<file path="src/rtl/signed_pow2_divider_pipe.sv">
// Pipelined signed divide by 2^s (floor or truncate) with valid/ready backpressure on every stage.
// Define SIGNED_POW2_DIVIDER_REM_EN to add the down_r remainder output.
module signed_pow2_divider_pipe #(
  parameter int N  = 8,
  parameter int SW = $clog2(N)
) (
  input  logic          clk,
  input  logic          rst_n,
  input  logic          up_valid,
  output logic          up_ready,
  input  logic [N-1:0]  up_a,
  input  logic [SW-1:0] up_s,
  input  logic          up_mode,
  output logic          down_valid,
  input  logic          down_ready,
  output logic [N-1:0]  down_q
`ifdef SIGNED_POW2_DIVIDER_REM_EN
  ,
  output logic [N-1:0]  down_r
`endif
);
  localparam int K = SW;

  typedef struct packed {
    logic [N-1:0]  q;
    logic [SW-1:0] s;
    logic          mode;
    logic          sticky;
`ifdef SIGNED_POW2_DIVIDER_REM_EN
    logic [N-1:0]  a;
`endif
  } stage_t;

  logic [K:0]   vld_pipe;
  logic [K:0]   vin;
  logic [K:0]   rdy;
  stage_t       src  [K+1];
  stage_t       nxt  [K];
  stage_t       pipe [K];
  logic [N-1:0] lost;
  logic         inc;
  logic [N-1:0] q_fix;
  logic [N-1:0] q_r;

  // A stage may load when it is empty or when everything downstream of it can move.
  assign vin = {vld_pipe[K-1:0], up_valid};
  for (genvar i = 0; i <= K; i++) begin : g_rdy
    assign rdy[i] = down_ready | ~(&vld_pipe[K:i]);
  end

  assign up_ready   = rdy[0];
  assign down_valid = vld_pipe[K];
  assign down_q     = q_r;

  always_comb begin
    src[0]        = '0;
    src[0].q      = up_a;
    src[0].s      = up_s;
    src[0].mode   = up_mode;
`ifdef SIGNED_POW2_DIVIDER_REM_EN
    src[0].a      = up_a;
`endif
    for (int k = 1; k <= K; k++) src[k] = pipe[k-1];
    lost = '0;
    for (int k = 0; k < K; k++) begin
      nxt[k] = src[k];
      if (src[k].s[k]) begin
        lost          = src[k].q & ((N'(1) << (1 << k)) - N'(1));
        nxt[k].q      = N'($signed(src[k].q) >>> (1 << k));
        nxt[k].sticky = src[k].sticky | (|lost);
      end
    end
  end

  // Truncation differs from floor only for negative, inexact quotients; never overflows.
  assign inc   = src[K].mode & src[K].q[N-1] & src[K].sticky;
  assign q_fix = src[K].q + {{(N-1){1'b0}}, inc};

`ifdef SIGNED_POW2_DIVIDER_REM_EN
  logic [N-1:0] r_fix;
  logic [N-1:0] r_r;
  assign r_fix  = src[K].a - (q_fix << src[K].s);
  assign down_r = r_r;

  always_ff @(posedge clk or negedge rst_n) begin
    if (!rst_n)      r_r <= '0;
    else if (rdy[K]) r_r <= r_fix;
  end
`endif

  always_ff @(posedge clk or negedge rst_n) begin
    if (!rst_n) begin
      vld_pipe <= '0;
      for (int k = 0; k < K; k++) pipe[k] <= '0;
      q_r <= '0;
    end else begin
      for (int k = 0; k <= K; k++) if (rdy[k]) vld_pipe[k] <= vin[k];
      for (int k = 0; k < K; k++)  if (rdy[k]) pipe[k] <= nxt[k];
      if (rdy[K]) q_r <= q_fix;
    end
  end
endmodule
</file>
<file path="config.mk">
export PLATFORM = sky130hd
export DESIGN_NAME = signed_pow2_divider_pipe
export DESIGN_NICKNAME = d
export VERILOG_FILES = /design/src/rtl/signed_pow2_divider_pipe.sv
export SDC_FILE = /design/constraint.sdc
export NUM_CORES = 1
export LEC_CHECK = 0
export ABC_AREA = 1
export CORE_AREA = 2 2 72 74
export DETAILED_ROUTE_END_ITERATION = 16
export DIE_AREA = 0 0 74 76
export GPL_TIMING_DRIVEN = 0
export PLACE_DENSITY_LB_ADDON = 0.3
export SKIP_CTS_REPAIR_TIMING = 1
export SYNTH_ARGS = -nofsm -noshare
export SYNTH_HDL_FRONTEND = slang
export SYNTH_SLANG_ARGS = --single-unit
</file>
<file path="constraint.sdc">
create_clock -name clk -period 1.25 [get_ports clk]
set_input_delay 0.1875 -clock clk [delete_from_list [all_inputs] [get_ports clk]]
set_output_delay 0.1875 -clock clk [all_outputs]
set_load 0.01 [all_outputs]
</file>
==> After elaboration in Yosys (flattened, before gate mapping) <==
Index checks and enable logic that the tools add are counted.
{ "word_totals": {"inputBits": 16, "register_bits": 48, "word_cells": 40} }
{ "op_classes": {"add_sub_neg": 1, "n_bitwise": 12, "n_mux": 6, "reduce_logical": 5} }
{ "ops": {"columns": ["op", "count"], "rows": [
  ["7-bit two-way mux", 3],
  ["8-bit by 1-bit adder with 8-bit output", 1],
  ["1-bit OR", 6],
  ["1-bit inverter", 4],
  ["4-bit AND reduction", 1],
  ["4-bit OR reduction", 1],
  ["1-bit two-way mux", 3],
  ["3-bit AND reduction", 1],
  ["1-bit AND", 2],
  ["2-bit AND reduction", 1],
  ["2-bit OR reduction", 1]
]} }

==> Longest topological paths before layout <==
{ "depth": {"word_depth": 3, "ltp_mapped": 10, "ltp_nobuf": 10} }

==> Worst setup path before layout <==
OpenSTA, ideal clock, no wires.
{ "synth_path": {"path_type": "reg-to-reg", "from": "register, netlist name pipe[12]", "to": "register q_r[6] (netlist: down_q[6])", "t_required_ns": 1.134, "setup_time_ns": 0.116, "t_arrival_ns": 1.201, "synth_period_minus_slack_ns": 1.317, "path_buffers": 0, "stages_incl_launch_ff": 11, "path_slack_ns": -0.067, "cell_sequence": "dfrtp_1 > inv_1 > nor2_1 > ha_1 > ha_1 > nand2_1 > inv_1 > nand3_1 > nand2_1 > nand2_1 > nand2_1"} }
{ "synth_via": {"elab_chain_len": 3} }
{ "synth_lines": {"columns": ["element", "line_no", "source"], "rows": [
  ["1-bit AND (2 in series)", "76", "assign inc = src[K].mode & src[K].q[N-1] & src[K].sticky;"],
  ["8-bit by 1-bit adder with 8-bit output", "77", "assign q_fix = src[K].q + {{(N-1){1'b0}}, inc};"],
  ["end signal, assigned", "99", "if (rdy[K]) q_r <= q_fix;"],
  ["end, declared", "43", "logic [N-1:0] q_r;"]
]} }
Every way passes these cells.
A chain may end at the register's enable or synchronous reset.

==> Final worst setup path <==
{ "layout_path": {"from": "register vld_pipe[3]", "to": "output port up_ready"} }
{ "layout_via": {"elab_chain_len": 3} }
{ "layout_lines": {"columns": ["element", "line_no", "source"], "rows": [
  ["start, declared", "34", "logic [K:0] vld_pipe;"],
  ["start signal, assigned", "93", "vld_pipe <= '0;"],
  ["4-bit AND reduction", "48", "assign rdy[i] = down_ready | ~(&vld_pipe[K:i]);"],
  ["1-bit inverter", "48", null],
  ["1-bit OR", "48", null],
  ["end, declared", "10", "output logic up_ready,"]
]} }
Every way passes these cells.

==> reports/summary.txt <==
ROUTING
----------------------------------------------------------------------------------
Remaining number of nets flagged by the antenna check after routing              0
Remaining design rule violation count                                            0
Avg WL per Cell                                                            10.6 um
Post-detailed-route via-to-cell ratio                                         4.60
DR iter-0 viols                                                                 84
Final Routed Wirelength                                                    4090 um
Initial DRT Pass Iterations                                                      4
Count of vias placed by the detailed router                                   1774

GLOBAL ROUTE
----------------------------------------------------------------------------------
Number of antenna violations at the first check in global routing                0
Wire length of the first global-routing pass                               6640 um
Largest net degree at the start of global routing                               38
Vias in the first global route                                                1595
Total track usage                                                            0.150
GR Overflow Total                                                                0

SETUP PATH
----------------------------------------------------------------------------------
Crit Reg-Reg Startpoint                                                vld_pipe[3]
CP endpoint kind                                                      primary output
CP Cell Sequence                                                      inv_2 -> nor2_4 -> nand2_4 -> nor2_8 -> nand2_4 -> buf_6 -> buf_6
Delay contributed by the slowest stage of the critical path                0.38 ns
Critical path data arrival time                                            1.40 ns
Reg2Reg Setup Slack                                                       -0.21 ns
CP startpoint kind                                                        register
Slowest stage cell on the critical path                                    dfrtp_1
Maximum fanout count along the critical path                                     7
R2r worst-path depth                                                            10
Worst EP required                                                          1.06 ns
Critical path start-end classification                                register to primary output
End of the worst register-to-register path                                pipe[33]
Worst setup startpoint                                                 vld_pipe[3]

FLOORPLAN
----------------------------------------------------------------------------------
Std-Cell Rows                                                                   26
Placeable Area                                                        0.00491 mm^2
Total I/O pin count                                                             26
Die Footprint                                                         0.00562 mm^2
Overall die width                                                            74 um
Starting density of the core                                                 0.435
Die height                                                                   76 um

SYNTHESIS
----------------------------------------------------------------------------------
Post-synthesis cell type with the largest combined area                    dfrtp_1
Synth warn                                                                       0
Syn Inst Count                                                                 268
Share of the yosys chip area belonging to registers                          0.527
Cell types with the largest area share after synthesis                dfrtp_1, nand2_1, o21ai_0
Number of different library cells in the post-synthesis netlist                 21
Post-synth net total                                                           286
Cell area after technology mapping                                    0.00214 mm^2
Top cell type's share of synthesized area                                    0.527
Post-Syn Area per Cell                                                   7.97 um^2
Number of storage elements in the synthesis netlist                             45

CELLS AND AREA
----------------------------------------------------------------------------------
Antenna Diode Count                                                              0
Post-route core utilization                                                  0.576
Layout cells sized above 1                                                   0.184
Net total in the final layout                                                  334
Layout Area Growth over Synthesis                                            32.5%
Finished Layout Cells                                                          386

STA
----------------------------------------------------------------------------------
Hold Violations, Final                                                           0
Relative max-transition margin                                               0.688
Final period util                                                             1.27
Min setup slack post-route                                               -0.340 ns
Highest clock rate                                                         629 MHz
Final count of pins violating max slew                                           0
Final Critical Period                                                      1.59 ns
Number of setup violations in the final report                                  28
Setup repair after global routing missed its margin                           true
Worst clock skew on the final layout                                    0.00440 ns
Setup TNS                                                                 -3.29 ns
Tightest Pin Transition                                                   0.468 ns

CLOCK TREE
----------------------------------------------------------------------------------
Number of buffers created by CTS                                                 5
Count of clock tree sinks                                                       45
Clock latency on the worst-skew pair                                       0.29 ns
Root buffer selected by CTS                                               clkbuf_8
CTS clock-pin slew for the worst setup and hold paths                      0.08 ns
TritonCTS clock tree                                                           yes
CTS H-tree lvls                                                                  2
Maximum count of clock buffers along a single path                               2

POWER
----------------------------------------------------------------------------------
Static leakage                                                             1.51 nW
Combinational fraction of design power                                       0.294
Cell-internal power                                                        2.77 mW
Post-layout power                                                          4.07 mW
Switching share of power                                                     0.319
Switching power of the nets                                                1.30 mW
Share of power burned in the clock network                                   0.220
Fraction of power consumed by sequential logic                               0.486
Max IR drop VDD                                                         0.000507 V
Power density over the cells                                          1440 mW/mm^2

PLACE
----------------------------------------------------------------------------------
Post-placement cell count                                                      364
HPWL after DPL                                                             2870 um
Number of port buffers                                                          25
Worst slack at placement                                                 -0.735 ns
Routability-driven placement congestion ratio                                0.831

STATUS
----------------------------------------------------------------------------------
Outcome                                                               complete, but fails checks
Violated checks                                                       negative setup slack

JOB
----------------------------------------------------------------------------------
Number of max-cap violations                                                     0

WORST HOLD PATH
----------------------------------------------------------------------------------
Class of the tightest hold or removal check                           primary input to asynchronous set/reset pin

stage by stage:
| step | hold WS [ns] | area (um^2) |
|---|---|---|
| after floorplan | -0.108 | 2140 |
| after global placement | 0.454 | 2480 |
| after detailed placement | 0.0591 | 2500 |
| after CTS | -0.265 | 2580 |
| after global routing | 0.295 | 2830 |
| final | 0.275 | 2830 |
power by group through the flow:
stage | Sequential, mW | Combinational [mW] | Clock (mW)
5_1_grt | 2.02 | 1.35 | 0.988
4_1_cts | 1.96 | 1.04 | 0.923
2_1_floorplan | 2.00 | 0.605 | 0
3_3_place_gp | 1.98 | 1.01 | 0
6_report | 1.98 | 1.20 | 0.894
3_5_place_dp | 1.99 | 1.04 | 0
metal layers:
metal,up-vias,global-route usage,part of all wire
met1,789,0.169,0.41
met3,10,0.0437,0.044
li1,937,-,-
met5,-,0,0
met4,0,0.0455,0.022
met2,38,0.268,0.53
sequential cells by signal, summed over array words and instances (netlist names):
signal / cells
vld_pipe: 4
nxt: 5
down_q: 8
pipe: 28
cell usage after synthesis:
master	count
nand2_1	106
dfrtp_1	45
inv_1	26
o21ai_0	22
nand3_1	19
nor2_1	14
o21ai_1	8
a21oi_1	5
clkbuf_1	5
nand2_4	3
buf_6	2
ha_1	2
o211ai_1	2
or2_2	2
a31oi_1	1
buf_2	1
buf_4	1
inv_4	1
nor2_4	1
nor2_8	1
o31ai_1	1
worst max path at each step:
stage	endpoint	slack [ns]
2_1_floorplan	down_q[4]	0.01
3_3_place_gp	nxt[16]	-1.15
3_5_place_dp	up_ready	-0.74
4_1_cts	up_ready	-0.80
5_1_grt	up_ready	-0.42
6_report	up_ready	-0.34
layout make-up:
type                            instances  area (um^2)
Timing Repair Buffer                   41          412
Clock buffer                            7         86.3
Inverter                               27          109
Buffer                                  9         65.1
Fill cell                             460         2080
Sequential cell                        45         1130
Multi-Input combinational cell        187          943
Tap cell                               70         87.6
kinds of logic (layout without fill, tap and decap cells):
group                    count (synthesis)  in the layout  share of synthesized area
flip-flops                              45             45                      0.527
adder cells (fa/ha/maj)                  2              2                     0.0117
buffers and inverters                   36             84                     0.0738
AND/OR/NAND/NOR                        146            146                      0.292
AO/OA/AOI/OAI                           39             39                     0.0955
placed cells by master (no fill, tap or decap), types with 2 or more instances in the layout:
master,n
buf_4,12
nand2_1,103
nand3_1,13
a21oi_1,4
or2_2,2
clkbuf_8,6
nand3_2,6
clkdlybuf4s50_1,14
clkbuf_1,4
o21ai_0,18
buf_2,2
o211ai_1,2
dlymetal6s2s_1,9
nand2_4,4
inv_1,23
nand2_2,2
dfrtp_1,45
inv_2,2
o21ai_2,4
buf_6,7
nor2_1,12
nor2_4,2
o21ai_1,8
worst max-delay path, delay by kind of cell, from the launching register on:
family        cells  cell delay [ns]
flops             1             0.38
simple gates      4             0.43
buf+inv           3             0.29
Note: power is estimated with default switching activity, not from simulation.
